<file path="src/rtl/l2_arbiter.sv">
// Two-port arbiter sharing the L1-side L2 port between D-cache (port 0) and I-cache (port 1).
// Optional macro L2ARB_DPRIO_EN: fixed D-priority on ties instead of round-robin.
module l2_arbiter #(
  parameter int unsigned ADDR_W = 30,
  parameter int unsigned DATA_W = 128
) (
  input  logic              clk,
  input  logic              reset,
  input  logic              d_read,
  input  logic              d_write,
  input  logic [ADDR_W-1:0] d_addr,
  input  logic [DATA_W-1:0] d_wdata,
  output logic [DATA_W-1:0] d_rdata,
  output logic              d_ready,
  output logic              d_stall,
  input  logic              i_read,
  input  logic [ADDR_W-1:0] i_addr,
  output logic [DATA_W-1:0] i_rdata,
  output logic              i_ready,
  output logic              i_stall,
  output logic              l2_read,
  output logic              l2_write,
  output logic [ADDR_W-1:0] l2_addr,
  output logic [DATA_W-1:0] l2_wdata,
  input  logic [DATA_W-1:0] l2_rdata,
  input  logic              l2_ready,
  input  logic              l2_stall
);

  typedef enum logic [1:0] {IDLE, BUSY_D, BUSY_I} state_t;

  state_t              state;
  logic                last_grant_i;
  logic                lat_read;
  logic                lat_write;
  logic [ADDR_W-1:0]   lat_addr;
  logic [DATA_W-1:0]   lat_wdata;

  logic req_d, req_i, d_wins_tie;
  logic grant_d, grant_i;
  logic serve_d, serve_i;
  logic unused_inputs;

  always_comb begin
    req_d      = d_read | d_write;
    req_i      = i_read;
`ifdef L2ARB_DPRIO_EN
    d_wins_tie    = 1'b1;
    unused_inputs = l2_stall ^ last_grant_i;
`else
    d_wins_tie    = last_grant_i;
    unused_inputs = l2_stall;
`endif
    grant_d    = req_d & (~req_i | d_wins_tie);
    grant_i    = req_i & ~grant_d;

    serve_d    = 1'b0;
    serve_i    = 1'b0;
    l2_read    = 1'b0;
    l2_write   = 1'b0;
    l2_addr    = '0;
    l2_wdata   = '0;

    case (state)
      IDLE: begin
        if (grant_d) begin
          serve_d  = 1'b1;
          l2_read  = d_read;
          l2_write = d_write;
          l2_addr  = d_addr;
          l2_wdata = d_wdata;
        end else if (grant_i) begin
          serve_i  = 1'b1;
          l2_read  = 1'b1;
          l2_addr  = i_addr;
        end
      end
      BUSY_D, BUSY_I: begin
        serve_d  = (state == BUSY_D);
        serve_i  = (state == BUSY_I);
        l2_read  = lat_read;
        l2_write = lat_write;
        l2_addr  = lat_addr;
        l2_wdata = lat_wdata;
      end
      default: ;
    endcase

    // Outputs are forced quiet while reset is held, even though they are combinational.
    if (reset) begin
      serve_d  = 1'b0;
      serve_i  = 1'b0;
      l2_read  = 1'b0;
      l2_write = 1'b0;
      l2_addr  = '0;
      l2_wdata = '0;
    end

    d_ready = serve_d & l2_ready;
    i_ready = serve_i & l2_ready;
    d_rdata = d_ready ? l2_rdata : '0;
    i_rdata = i_ready ? l2_rdata : '0;
    d_stall = ~reset & req_d & ~d_ready;
    i_stall = ~reset & req_i & ~i_ready;
  end

  always_ff @(posedge clk) begin
    if (reset) begin
      state        <= IDLE;
      last_grant_i <= 1'b1;
      lat_read     <= 1'b0;
      lat_write    <= 1'b0;
      lat_addr     <= '0;
      lat_wdata    <= '0;
    end else begin
      case (state)
        IDLE: begin
          if (grant_d | grant_i) begin
            lat_read  <= l2_read;
            lat_write <= l2_write;
            lat_addr  <= l2_addr;
            lat_wdata <= l2_wdata;
            if (l2_ready)
              last_grant_i <= grant_i;
            else
              state <= grant_d ? BUSY_D : BUSY_I;
          end
        end
        BUSY_D: begin
          if (l2_ready) begin
            last_grant_i <= 1'b0;
            state        <= IDLE;
          end
        end
        BUSY_I: begin
          if (l2_ready) begin
            last_grant_i <= 1'b1;
            state        <= IDLE;
          end
        end
        default: state <= IDLE;
      endcase
    end
  end

endmodule
</file>
<file path="config.mk">
export PLATFORM = sky130hd
export DESIGN_NAME = l2_arbiter
export DESIGN_NICKNAME = d
export VERILOG_FILES = /design/src/rtl/l2_arbiter.sv
export SDC_FILE = /design/constraint.sdc
export NUM_CORES = 1
export LEC_CHECK = 0
export CAP_MARGIN = 25
export CELL_PAD_IN_SITES_DETAIL_PLACEMENT = 0
export CELL_PAD_IN_SITES_GLOBAL_PLACEMENT = 2
export CORE_AREA = 2 2 288 290
export CTS_BUF_LIST = sky130_fd_sc_hd__clkbuf_8 sky130_fd_sc_hd__clkbuf_16
export CTS_CLUSTER_DIAMETER = 100
export DETAILED_ROUTE_END_ITERATION = 12
export DIE_AREA = 0 0 290 292
export DONT_BUFFER_PORTS = 1
export PLACE_DENSITY_LB_ADDON = 0.08
export SLEW_MARGIN = 40
export SYNTH_ARGS = -nofsm -noshare
export SYNTH_HDL_FRONTEND = slang
export SYNTH_SLANG_ARGS = --single-unit
</file>
<file path="constraint.sdc">
create_clock -name clk -period 4.95 [get_ports clk]
set_input_delay 0.495 -clock clk [delete_from_list [all_inputs] [get_ports clk]]
set_output_delay 0.495 -clock clk [all_outputs]
set_load 0.02 [all_outputs]
</file>
; ---- Yosys cells after proc, flatten, opt, wreduce, memory -nomap -nowiden
; Index checks and enable logic that the tools add are counted.
; W data, S select, Z words.
[word_totals]
regBits = 163
word_cells = 68
out_inout_bits = 420
input_bits = 323
[op_classes]
muxes = 32
eq_ne = 8
bitwise_logic = 16
reduce_logical = 6
[op_table]
columns = operator, n
row1 = $mux W128, 4
row2 = $pmux W128 S2, 1
row3 = $mux W30, 3
row4 = $pmux W30 S2, 1
row5 = $mux W1, 13
row6 = $ne A2 B2 Y1 const B, 5
row7 = $and A1 B1 Y1, 8
row8 = $mux W2, 4
row9 = $pmux W1 S2, 4
row10 = $not A1 Y1, 5
row11 = $reduce_and A5 Y1, 1
row12 = $pmux W2 S2, 1
row13 = $or A1 B1 Y1, 3
row14 = $pmux W1 S3, 1
row15 = $reduce_and A3 Y1, 1
row16 = $reduce_bool A3 Y1, 1
row17 = $eq A2 B1 Y1 const B, 1
row18 = $eq A2 B2 Y1 const B, 1
row19 = $logic_not A2 Y1, 1
row20 = $ne A2 B1 Y1 const B, 1
row21 = $reduce_and A2 Y1, 1
row22 = $reduce_or A2 Y1, 1

; ---- Depth between registers and ports, before layout
; Gate-level depths: netlist (run 1).
[depth]
word_depth = 12
mapped_depth = 8
mapped_depth_nobuf = 6

; ---- Least setup slack after synthesis (run 1)
; OpenSTA, ideal clock, no wires.
[synth_timing]
kind = flip-flop to output port
startpoint = reg state[0]
endpoint = out i_rdata[107]
slack_ps = 2586
n_path_buf = 3
arrival_time_ps = 1869
stages_incl_launch_ff = 8
t_required_ps = 4455
path_cell_list = dfxtp_1 inv_1 ha_1 clkbuf_1 a31oi_1 clkbuf_1 clkbuf_1 nor2_1
[synth_between]
elab_chain_cells = 6
elab_cells_between_ends = 8
classes_between = eq/ne (2) / mux (3) / bitwise (1) / reduce/logical (2)
[synth_lines]
columns = element, line
row1 = from (decl), 32  ; state_t state;
row2 = from (signal assigned), 126  ; state <= grant_d ? BUSY_D : BUSY_I;
row3 = $eq A2 B1 Y1 / $eq A2 B2 Y1 (equally long branches), "64, 80"
row4 = $reduce_or A2 Y1 (no line), -
row5 = $pmux W1 S2 *, 64  ; case (state)
row6 = $mux W1 *, 90  ; if (reset) begin
row7 = $and A1 B1 Y1 *, 100  ; i_ready = serve_i & l2_ready;
row8 = $mux W128 *, 102  ; i_rdata = i_ready ? l2_rdata : '0;
row9 = to (decl), 18  ; output logic [DATA_W-1:0] i_rdata,
; Every way passes the cells marked *; elsewhere a longest branch is shown, timed or not.

; ---- Final worst setup path (run 1)
[layout_timing]
startpoint = reg state[1]
endpoint = out l2_wdata[86]
[layout_between]
elab_chain_cells = 4
elab_cells_between_ends = 6
classes_between = eq/ne (2) / mux (2) / reduce/logical (2)
[layout_lines]
columns = element, line
row1 = $eq A2 B1 Y1 / $eq A2 B2 Y1 (equally long branches), 64
row2 = $reduce_or A2 Y1 (no line), -
row3 = $pmux W128 S2 *, 64
row4 = $mux W128 *, 90
row5 = to (decl), 24  ; output logic [DATA_W-1:0] l2_wdata,
; Marked as above.

==> results.md, run 1 <==
- R2r setup slk: 1960 ps
- Yosys cell types: 34
- Syn_nets: 1461
- Hold Crit Class: in2reg
- Clk Latency, worst-skew pair: 470 ps
- Static Leak: 3.528 nW
- # rows: 105
- RSZ-0062 raised after global routing: false
- Port Buffers: 0
- Final WL: 51850 µm
- Sink Count: 163
- Initial Util: 0.1066
- Pre-CTS WS: 1456 ps
- Clock period minus final worst setup slack: 3682 ps
- Clock-pin slew on the worst setup and hold paths: 80 ps
- Status: completed
- CTS Hold Bufs: 0
- Fin worst setup slack: 1268 ps
- Setup-failing EPs final: 0
- Crit Reg-Reg Endpoint: lat_wdata[86]
- Worst endpoint data arrival time: 3190 ps
- DR iter-0 viols: 459
- Total of max-cap violations: 0
- Die height: 292 µm
- Fill cells: 9353
- Hold path endpoint: state[1]
- FF-to-FF Start: state[1]
- Syn. warnings: 0
- H-Tree Depth: 4
- Worst Path Max Fanout: 50
- Number of routed nets with antenna violations: 0
- Bufs on Longest Clock Path: 2
- Nets: 1384
- First-pass GRT wire length: 70300 µm
- Number of hold violations in the final report: 0
- Routability cong.: 0.7811
- Mapped Avg Cell Area: 7.673 µm²
- Post-CTS setup buffers: 0
- Die X: 290 µm
- PD cells: 563.6 nW/µm²
- Post-CTS sizing: 0
- Endpoint class of the critical path: primary output
- Fmax: 271.6 MHz
- Clock Skews: 14.09 ps
- Tot GR Track Use: 0.1157
- Final core utilization: 0.1283
- Sequential element share of the synthesized area: 0.3750
- Req. time, crit path: 4450 ps
- Total chip power: 5.900 mW
- Crit path kind: reg2out
- CTS root buffer: clkbuf_16
- Final setup TNS: 0 ps
- Drt first pass iters: 5
- Final Cycle Share: 0.7438
- VDD IR-drop max: 0.1716 mV
- I/O pin total: 743
- Via density: 3.909
- Hold path depth: 1
- Layout area overhead: 20.32%
- Cts bufs inserted: 17
- Initial antenna violation count: 11
- DRC: 0
- Vias in the first global route: 8280
- Core area: 81580 µm²
- Startpoint Class: flop
- Worst Tran Pin Value: 799.3 ps
- Vias: 8389
- Final Max Tran Viols: 0
- Register bit total from synthesis: 163
- CTS tree: done
- Max transition margin: 0.4660
- Mapped cell area: 8701 µm²
- Dpl hpwl: 39600 µm
- Largest net degree at the start of global routing: 131
- Reg2reg path depth: 6
- Die area: 84680 µm²
- Share of cells above drive strength 1: 0.06636
- DR WL/cell: 24.16 µm
- Post-synthesis cell count: 1134
- Hold_sp: reset
- GRT overflow: 0
## critical path, cell delays in order (launching register included)
cell     delay (ps)
dfxtp_1         420
inv_1           120
ha_1            560
and4_4          820
buf_12          320
a22o_1          400
## cells in the mapped netlist
cell / count / share of area
and4_4: 1 / 0.0013
and3_1: 2 / 0.0014
or2_2: 1 / 0.00072
a21o_1: 1 / 0.00086
inv_1: 4 / 0.0017
or2_1: 1 / 0.00072
buf_6: 14 / 0.018
clkbuf_1: 54 / 0.023
a22o_1: 256 / 0.26
a211oi_1: 1 / 0.00086
nor2_1: 264 / 0.11
and4_1: 1 / 0.0010
and2_1: 2 / 0.0014
nor3b_1: 1 / 0.00086
dfxtp_1: 163 / 0.38
or3_1: 1 / 0.00072
a31oi_1: 2 / 0.0014
o21a_1: 1 / 0.00086
o21ai_1: 1 / 0.00057
buf_1: 5 / 0.0022
mux2i_1: 3 / 0.0035
nor2b_1: 4 / 0.0029
ha_1: 4 / 0.0058
o2111ai_1: 1 / 0.0010
a221oi_1: 2 / 0.0020
buf_2: 50 / 0.029
nand2b_1: 2 / 0.0014
nand2_1: 190 / 0.082
nand3b_1: 2 / 0.0017
o22ai_1: 1 / 0.00072
o21ai_0: 5 / 0.0029
a21oi_1: 63 / 0.036
a22oi_1: 30 / 0.026
nor3_1: 1 / 0.00057
## worst max-delay path by stage
stage	startpoint	to
finish	state[1]	l2_wdata[86]
CTS	state[1]	l2_addr[2]
floorplan	state[0]	i_rdata[107]
global route	state[1]	l2_wdata[86]
global placement	state[1]	l2_addr[2]
detailed placement	state[1]	l2_addr[2]
## logic make-up (layout without fill, tap and decap cells)
group / count (synthesis) / after routing / share of synthesized area
simple gates: 473 / 473 / 0.2107
compound gates: 364 / 364 / 0.3310
flops: 163 / 163 / 0.3750
buf+inv: 127 / 63 / 0.07406
fa+ha+maj: 4 / 4 / 0.005752
mux: 3 / 3 / 0.003451
other cells: 0 / 6 / 0
## final cells by class
class / instances / area [µm²] / share of cell area
Antenna cell: 6 / 15.01 / 0.001434
Inverter: 4 / 15.01 / 0.001434
Clock buffer: 17 / 425.4 / 0.04064
Clock inverter: 15 / 195.2 / 0.01864
Sequential cell: 163 / 3263 / 0.3117
Tap cell: 1070 / 1339 / 0.1279
Timing Repair Buffer: 27 / 337.8 / 0.03227
Multi-Input combinational cell: 844 / 4878 / 0.4660
## stage by stage
step                      hold slack, ps  instances  area (µm²)
after global routing               45.02       2143       10460
after CTS                          40.10       2139       10430
after global placement             442.2       2102        9714
after floorplan                    436.6       1134        8701
final                              100.4       2146       10470
after detailed placement           446.8       2107        9812
## state kept, by name, summed over array words and instances (netlist names)
name,flops
d_wins_tie,1
lat_addr,30
lat_read,1
lat_wdata,128
lat_write,1
state,2
## layout by cell type (no fill, tap or decap), types with 4 or more instances in the layout
cell type    n
buf_4       15
a22o_1     256
nor2_1     261
dfxtp_1    163
nand2_1    190
ha_1         4
inv_6        5
clkbuf_16   17
a21oi_1     63
diode_2      6
inv_1        5
buf_12       9
o21ai_0      4
a22oi_1     30
## power breakdown
part | switching, mW | internal [mW]
logic | 2.11 | 0.665
clock network | 0.709 | 0.771
registers | 0.115 | 1.53
## layer usage
metal  GRT usage  up-vias  part of all wire
met4     0.03125        8             0.018
met1      0.1282     4028              0.39
li1            -     3871                 -
met2      0.2047      435              0.51
met5           0        -            0.0012
met3     0.04559       47             0.082
Note: power is estimated with default switching activity, not from simulation.
==> run 2: changes to the inputs <==
--- a/config.mk
+++ b/config.mk
@@ -8,11 +8,11 @@
 export CAP_MARGIN = 25
 export CELL_PAD_IN_SITES_DETAIL_PLACEMENT = 0
 export CELL_PAD_IN_SITES_GLOBAL_PLACEMENT = 2
-export CORE_AREA = 2 2 288 290
+export CORE_AREA = 2 2 286 288
 export CTS_BUF_LIST = sky130_fd_sc_hd__clkbuf_8 sky130_fd_sc_hd__clkbuf_16
 export CTS_CLUSTER_DIAMETER = 100
 export DETAILED_ROUTE_END_ITERATION = 12
-export DIE_AREA = 0 0 290 292
+export DIE_AREA = 0 0 288 290
 export DONT_BUFFER_PORTS = 1
 export PLACE_DENSITY_LB_ADDON = 0.08
 export SLEW_MARGIN = 40
==> constraint.sdc (replaced) <==
create_clock -name clk -period 3.2 [get_ports clk]
set_input_delay 0.32 -clock clk [delete_from_list [all_inputs] [get_ports clk]]
set_output_delay 0.32 -clock clk [all_outputs]
set_load 0.02 [all_outputs]
==> results.md, run 2 (synthesis results as in run 1) <==
- Placed Cells: 2185
- Hold_sp: i_addr[18]
- FF-to-FF Start: state[0]
- Commonest non-fill, non-tap cell in the layout: nor2_1
- DR iter-0 viols: 421
- Req. time, crit path: 2880 ps
- DR WL/cell: 23.81 µm
- Via density: 3.966
- Clk Latency, worst-skew pair: 470 ps
- Clock Skews: 24.00 ps
- Non-filler cells, final: 2226
- Nets: 1473
- Tot GR Track Use: 0.1193
- Hold Crit Class: in2reg
- Largest register FFs: 128
- Pre-CTS WS: 715.2 ps
- Number of hold violations in the final report: 0
- Static Leak: 4.042 nW
- Clock-pin slew on the worst setup and hold paths: 90 ps
- Cts bufs inserted: 17
- Switch Pwr: 4.572 mW
- Fmax: 341.8 MHz
- Final setup TNS: 0 ps
- CTS Hold Bufs: 2
- Worst endpoint data arrival time: 2610 ps
- Initial antenna violation count: 20
- Biggest register: lat_wdata
- CTS tree: done
- Initial Util: 0.1085
- Dpl hpwl: 42530 µm
- Drt first pass iters: 7
- H-Tree Depth: 4
- Setup-failing EPs final: 0
- Final Max Tran Viols: 0
- Vias in the first global route: 8748
- Largest net degree at the start of global routing: 118
- PD cells: 839.3 nW/µm²
- Post-CTS sizing: 0
- Share of cells above drive strength 1: 0.1337
- Seq pwr share: 0.267
- Vias: 8829
- Clock period minus final worst setup slack: 2926 ps
- Routability cong.: 0.7616
- Fin worst setup slack: 274.1 ps
- Post-CTS setup buffers: 0
- Max transition margin: 0.5001
- Port Buffers: 0
- Final Cycle Share: 0.9143
- Status: completed
- Power Internal: 4.918 mW
- Crit path largest cell delay: 620 ps
- Die height: 290 µm
- Critical path's slowest cell: and4_4
- DRC: 0
- Crit path cell chain: inv_1 -> ha_1 -> and4_4 -> buf_12 -> a22o_1
- Core area: 80160 µm²
- Die X: 288 µm
- # rows: 104
- Worst Tran Pin Value: 749.9 ps
- Startpoint Class: flop
- Endpoint class of the critical path: primary output
- Worst Path Max Fanout: 31
- VDD IR-drop max: 0.4488 mV
- Bufs on Longest Clock Path: 2
- Logic pwr share: 0.495
- Worst-case hold slack: 61.98 ps
- I/O pin total: 743
- Worst setup path start: state[0]
- Final core utilization: 0.1411
- RSZ-0062 raised after global routing: false
- First-pass GRT wire length: 70900 µm
- Number of routed nets with antenna violations: 0
- Die area: 83520 µm²
- Most frequent cells in the layout: nor2_1 (262), a22o_1 (256), nand2_1 (190)
- Top Registers: lat_wdata x128, lat_addr x30, state x2
- Sink Count: 163
- Layout area overhead: 29.95%
- Crit path kind: reg2out
- Total of max-cap violations: 0
- Clock power share: 0.238
- Final WL: 52990 µm
- CTS root buffer: clkbuf_16
- GRT overflow: 0
- Sw Share: 0.4818
[run 2: final timing paths]
check	endpoint	slack (ps)	depth (start not counted)
worst max-delay path	l2_wdata[105]	270	5
worst min-delay path	lat_addr[18]	60	2
worst max register to register	lat_wdata[110]	810	6
worst min register to register	lat_addr[0]	450	2
[run 2: power groups by stage]
| stage | Combinational (mW) | Clock [mW] | Sequential, mW |
|---|---|---|---|
| 6_report | 4.70 | 2.26 | 2.53 |
| 3_3_place_gp | 4.87 | 0 | 2.57 |
| 3_5_place_dp | 4.82 | 0 | 2.58 |
| 4_1_cts | 4.83 | 2.40 | 2.53 |
| 2_1_floorplan | 3.21 | 0 | 2.54 |
| 5_1_grt | 5.08 | 2.44 | 2.57 |
[run 2: layout make-up]
cell class,count,area (µm²)
clock buffer,18,439.2
tap,1060,1326
multi-input combinational,844,4857
sequential,163,3263
timing repair buffer,116,1201
fill,9187,68850
antenna,7,17.52
clock inverter,14,187.7
inverter,4,15.01
[run 2: per-layer routing]
layer / GRT usage / vias to the layer above / wire [µm]
met2: 0.2146 / 477 / 27030
met1: 0.1246 / 4215 / 19320
met5: 0 / - / 69
li1: - / 4058 / -
met4: 0.03715 / 10 / 1335
met3: 0.04992 / 69 / 5242
[run 2: critical path: cells and delay by family (launching register included)]
kind,cells,cell delay [ps]
AND/OR/NAND/NOR,1,620
adder cells (fa/ha/maj),1,470
AO/OA/AOI/OAI,1,340
buffers and inverters,2,330
flip-flops,1,310
[run 2: per-stage QoR]
| step | total power [mW] | instance area (µm²) |
|---|---|---|
| finish | 9.490 | 11310 |
| global route | 10.09 | 11300 |
| CTS | 9.763 | 11290 |
| detailed placement | 7.395 | 10640 |
| global placement | 7.449 | 10640 |
| floorplan | 5.753 | 8701 |
==> patch 1 (flow settings as in run 1) <==
The parameter `ADDR_W` goes from 30 to 26.
--- a/src/rtl/l2_arbiter.sv
+++ b/src/rtl/l2_arbiter.sv
@@ -2,5 +2,5 @@
 // Optional macro L2ARB_DPRIO_EN: fixed D-priority on ties instead of round-robin.
 module l2_arbiter #(
-  parameter int unsigned ADDR_W = 30,
+  parameter int unsigned ADDR_W = 26,
   parameter int unsigned DATA_W = 128
 ) (
Interface: changed (resized d_addr, i_addr and l2_addr); port bits go from 743 to 731. The function was not compared with the original's and may differ.
==> patch 1 against run 1 <==
Non-clock buffer count is 2 lower. Sequential cell count is 4 lower. Sequential share of layout area is 0.26 points higher. Routed wire length is 7.4% lower. Clock power decreased by 10%. Hold slack got worse by 5.7 ps. Core utilization shrank 0.42 points. Total power down 6.1%. Final area decreased by 3.3%. Setup slack lost 170 ps. Area after synthesis is 2.2% lower. Register-to-register slack improved by 200 ps. Critical path type unchanged. Critical endpoint is now d_rdata[89]. Largest power group unchanged. Highest routed layer is now met4.
==> patch 1: results (changes against run 1) <==
[routing]
route.detailed.wl_per_inst_um = 22.7  ; -6.1%
drt-pass1-iter-count = 5  ; unchanged
routed-via-count = 8312  ; -0.92%
drt_iter0_markers = 517  ; +13%

[worst_setup_path]
crit_path_start = state[0]
worst-r2r-cell-count = 6  ; unchanged
cp_slowest_cell = sky130_fd_sc_hd__buf_4
timing.critical_path.slowest_cell_delay_ps = 710  ; -110 ps
worstPathArrival_ps = 3360  ; +170 ps
timing.critical_path.max_delay_family = buffers and inverters
ff2ff_setup_slack_ps = 2160  ; +200 ps
r2r-end = lat_wdata[88]
path_max_fanout = 72  ; +44%
worst_setup_path_endpoint = d_rdata[89]

[global_routing]
grt_first_pass_wirelength_um = 65700  ; -6.6%
grt_start_max_net_pins = 131  ; unchanged
grt_util_all_layers_pct = 10.7  ; -0.82 points
grt_remaining_overflow = 0  ; unchanged
antenna_found_initial = 2  ; -9

[timing]
timing_worst_slew_pin_value_ps = 780  ; -19.6 ps
worst_clock_skew_ps = 19.8  ; +5.68 ps

[power_and_ir_drop]
ir_worst_vdd_uv = 216  ; +26%
cellLeakagePower_nw = 3.41  ; -3.3%

[clock_tree]
cts_made_buffers = 17  ; unchanged
clock_path_buffers = 2  ; unchanged
cts.reportedPaths.clkPinSlew_ps = 70
post_cts.repair.setup_buffers = 0  ; unchanged
h-tree-depth = 4  ; unchanged
clkLatencyLatePin_ps = 480
cts_root_buf = sky130_fd_sc_hd__clkbuf_16
postCtsResizedCells = 0  ; unchanged

[synth]
post_synth_num_cell_types = 35  ; +2.9%
yosysSeqAreaShare_pct = 37.4  ; -0.10 points
synthDominantCellAreaShare_pct = 37.4  ; -0.10 points
yosys-top-cells-count = 264 x sky130_fd_sc_hd__nor2_1, 256 x sky130_fd_sc_hd__a22o_1, 182 x sky130_fd_sc_hd__nand2_1
netlist_top_cells_area = sky130_fd_sc_hd__dfxtp_1 37%, sky130_fd_sc_hd__a22o_1 26%, sky130_fd_sc_hd__nor2_1 12%
ys.flop_type = sky130_fd_sc_hd__dfxtp_1
synth.yosys.warnings = 0  ; unchanged

[place]
gpl.final_weighted_congestion = 0.737  ; -5.6%
detailedPlacementHpwl_um = 35900  ; -9.4%

[worst_hold_path]
min_delay_path_depth = 1  ; unchanged
timing.hold.worst.start = reset
min_path_type = primary input to flop
whs_endpoint = state[0]

[finish]
largestRegisters = lat_wdata: 128 flops, lat_addr: 26 flops, state: 2 flops
drive_above_1_share_pct = 6.42  ; -0.22 points
num-fill-cells = 9409  ; +0.60%
finish.net_count = 1350  ; -2.5%

[status]
result_of_the_run = finished, final reports clean

-- patch 1: cell types whose count changed after synthesis, sizes merged --
cell / change
nand2: -8
a22oi: -4
clkbuf: -2
dfxtp: -4
buf: -2
a21oi: -8
-- patch 1: stage by stage --
stage          area [sq um]  instances  worst slack [ps]  hold WS (ps)
2_1_floorplan          8510       1106              2590           437
3_3_place_gp           9570       2082              1560           445
3_5_place_dp           9580       2082              1600           449
4_1_cts               10100       2114              1020          34.9
5_1_grt               10100       2115               814          43.8
6_report              10100       2115              1100          94.7
-- patch 1: routing by layer --
layer  vias up  global-route usage [%]  part of all wire [%]
li1       3778                       -                     -
met1      4067                    11.3                    38
met2       438                    19.9                    53
met3        29                    4.03                   7.3
met4         0                    3.20                   1.6
met5         -                       0                     0
-- patch 1: cell families (layout without fill, tap and decap cells) --
kind of cell	Yosys count	in the layout	synth area share [%]
flops	159	159	37.4
buf+inv	123	61	7.41
compound gates	352	352	33.1
mux	3	3	0.353
other cells	0	1	0
fa+ha+maj	4	4	0.588
simple gates	465	465	21.2
-- patch 1: area by class of cell --
type                       instances  area share (%)
sequential                       159            31.4
inverter                           4           0.148
timing repair buffer              25            2.72
antenna                            1          0.0247
clock inverter                    15            1.21
tap                             1070            13.2
clock buffer                      17            4.20
multi-input combinational        824            47.1
-- patch 1: where the power goes --
part | internal, W | switching, W | leakage [nW] | total [W]
registers | 0.00149 | 0.000112 | 1.30 | 0.00160
clock network | 0.000689 | 0.000639 | 0.274 | 0.00133
logic | 0.000602 | 0.00201 | 1.84 | 0.00261
==> patch 2 (flow settings as in run 1) <==
Made on the original files. Reset style: asynchronous (`reset`), changed in one clocked block.
--- a/src/rtl/l2_arbiter.sv
+++ b/src/rtl/l2_arbiter.sv
@@ -105,5 +105,5 @@
   end
 
-  always_ff @(posedge clk) begin
+  always_ff @(posedge clk or posedge reset) begin
     if (reset) begin
       state        <= IDLE;
Function: not settled (the Yosys comparison gave no result); the edit may change what the design does.
==> patch 2 against run 1 <==
Final area increased by 13%. Maximum frequency decreased by 5.4%. Critical path depth increased by 3. Total power increased by 23%. Routed wire length increased by 19%. Combinational power increased by 35%. Setup slack got worse by 210 ps. Sequential cell count unchanged. Area after synthesis increased by 16%.
==> patch 2: results (changes against run 1) <==
[synth]
synth.yosys.warnings = 0  ; unchanged
netlist_top_cells_area = sky130_fd_sc_hd__dfrtp_1 40%, sky130_fd_sc_hd__nor2_1 14%, sky130_fd_sc_hd__a32o_1 13%
yosys-top-cells-count = 389 x sky130_fd_sc_hd__nor2_1, 164 x sky130_fd_sc_hd__nand2_1, 162 x sky130_fd_sc_hd__dfrtp_1
post_synth_num_cell_types = 31  ; -8.8%
syn-num-nets = 1580  ; +8.1%
synth-async-reset-ratio_pct = 100  ; +100 points
ys.flop_type = sky130_fd_sc_hd__dfrtp_1
syn-mean-instance-area_sq_um = 8.07  ; +5.2%
yosysSeqAreaShare_pct = 40.3  ; +2.8 points

[worst_setup_path]
worst-r2r-cell-count = 5  ; -1
worst_setup_path_endpoint = l2_wdata[12]
ff2ff_setup_slack_ps = 2010  ; +50 ps
r2r-end = lat_wdata[19]
path_max_fanout = 156  ; +210%
worstReg2RegStart = state[1]
crit_path_start = state[0]

[global_routing]
first_global_vias = 9549  ; +15%
antenna_found_initial = 5  ; -6
grt_first_pass_wirelength_um = 83600  ; +19%
grt.met3_usage_pct = 5.43  ; +0.88 points
grt_util_all_layers_pct = 13.9  ; +2.3 points
grt_start_max_net_pins = 157  ; +20%
use_met1_pct = 16.2  ; +3.4 points
met2_usage_pct = 23.6  ; +3.1 points

[finish]
largestRegisters = lat_wdata: 128 flops, lat_addr: 30 flops, state: 2 flops
drive_above_1_share_pct = 7.67  ; +1.0 points
finish.net_count = 1487  ; +7.4%

[routing]
via_per_inst = 4.42  ; +13%
drt_iter0_markers = 770  ; +68%
drt-pass1-iter-count = 5  ; unchanged
routed-via-count = 9914  ; +18%
totalWireLength_um = 61700  ; +19%

[place]
dpl_cell_area_sq_um = 11200  ; +14%
detailedPlacementHpwl_um = 45400  ; +15%
portBuffers = 0  ; unchanged
place.detailed.instances = 2210  ; +4.9%
gpl.final_weighted_congestion = 0.823  ; +5.4%
dp_worst_setup_slack_ps = 1690  ; +236 ps

[clock_tree]
cts_made_buffers = 17  ; unchanged
cts.reportedPaths.clkPinSlew_ps = 90
post_cts.repair.setup_buffers = 0  ; unchanged
h-tree-depth = 4  ; unchanged
clkLatencyLatePin_ps = 490  ; +20 ps
clock_path_buffers = 2  ; unchanged
cts_root_buf = sky130_fd_sc_hd__clkbuf_16
postCtsResizedCells = 0  ; unchanged

[power_and_ir_drop]
cellLeakagePower_nw = 4.34  ; +23%
ir_worst_vdd_uv = 383  ; +120%

[worst_hold_path]
timing.hold.worst.start = i_read
min_path_type = primary input to flop

[status]
result_of_the_run = finished, final reports clean

[timing]
worst_clock_skew_ps = 20.9  ; +6.78 ps
maxSlewHeadroom_pct = 39.4  ; -7.2 points
time_the_worst_path_needs_with_i_o_delays_and_setup_ps = 3890  ; +210 ps

[patch 2: kinds of logic after synthesis]
kind of cell | count (synthesis) | share of synthesized area [%]
simple gates | 568 | 21.4
compound gates | 363 | 30.2
flops | 163 | 40.3
buf+inv | 154 | 7.46
fa+ha+maj | 4 | 0.495
mux | 1 | 0.111
[patch 2: where the power goes]
group | leakage, nW | switching, W | internal, W
combinational | 1.85 | 0.00283 | 0.000925
clock | 0.292 | 0.000783 | 0.000687
sequential | 2.21 | 0.000248 | 0.00178
[patch 2: timing repair]
item	4_1_cts	5_1_grt
hold endpoints to repair	26	0
hold buffers	1	0
setup endpoints to repair	0	0
[patch 2: routing by layer]
metal  vias up  part of all wire, %
li1       4286                    -
met1      5064                   40
met2       523                   50
met3        41                  9.1
met4         0                  1.6
met5         -                    0
[patch 2: cell type report]
type | count | area, sq um
flip-flops and latches | 163 | 4080
well taps | 1070 | 1340
repair buffers | 36 | 393
clock inverters | 15 | 180
diodes | 2 | 5.00
inverters | 6 | 27.5
clock buffers | 17 | 425
fillers | 9342 | 69800
multi-input cells | 936 | 5340
[patch 2: worst min-delay path by stage]
stage                    end  cells after the start  slack, ps
2_1_floorplan    lat_addr[0]                      1        460
3_3_place_gp    lat_addr[28]                      1        470
3_5_place_dp    lat_addr[23]                      1        390
4_1_cts             state[1]                      2         90
5_1_grt        lat_wdata[45]                      1        110
6_report            state[1]                      2        140
[patch 2: critical path, stage by stage (launching register included)]
cell and delay, ps:
sky130_fd_sc_hd__dfrtp_1 470, sky130_fd_sc_hd__inv_1 180, sky130_fd_sc_hd__ha_4 210, sky130_fd_sc_hd__inv_2 60, sky130_fd_sc_hd__nor3_2 310, sky130_fd_sc_hd__buf_4 200
sky130_fd_sc_hd__buf_12 340, sky130_fd_sc_hd__a22oi_1 180, sky130_fd_sc_hd__nor2_1 630
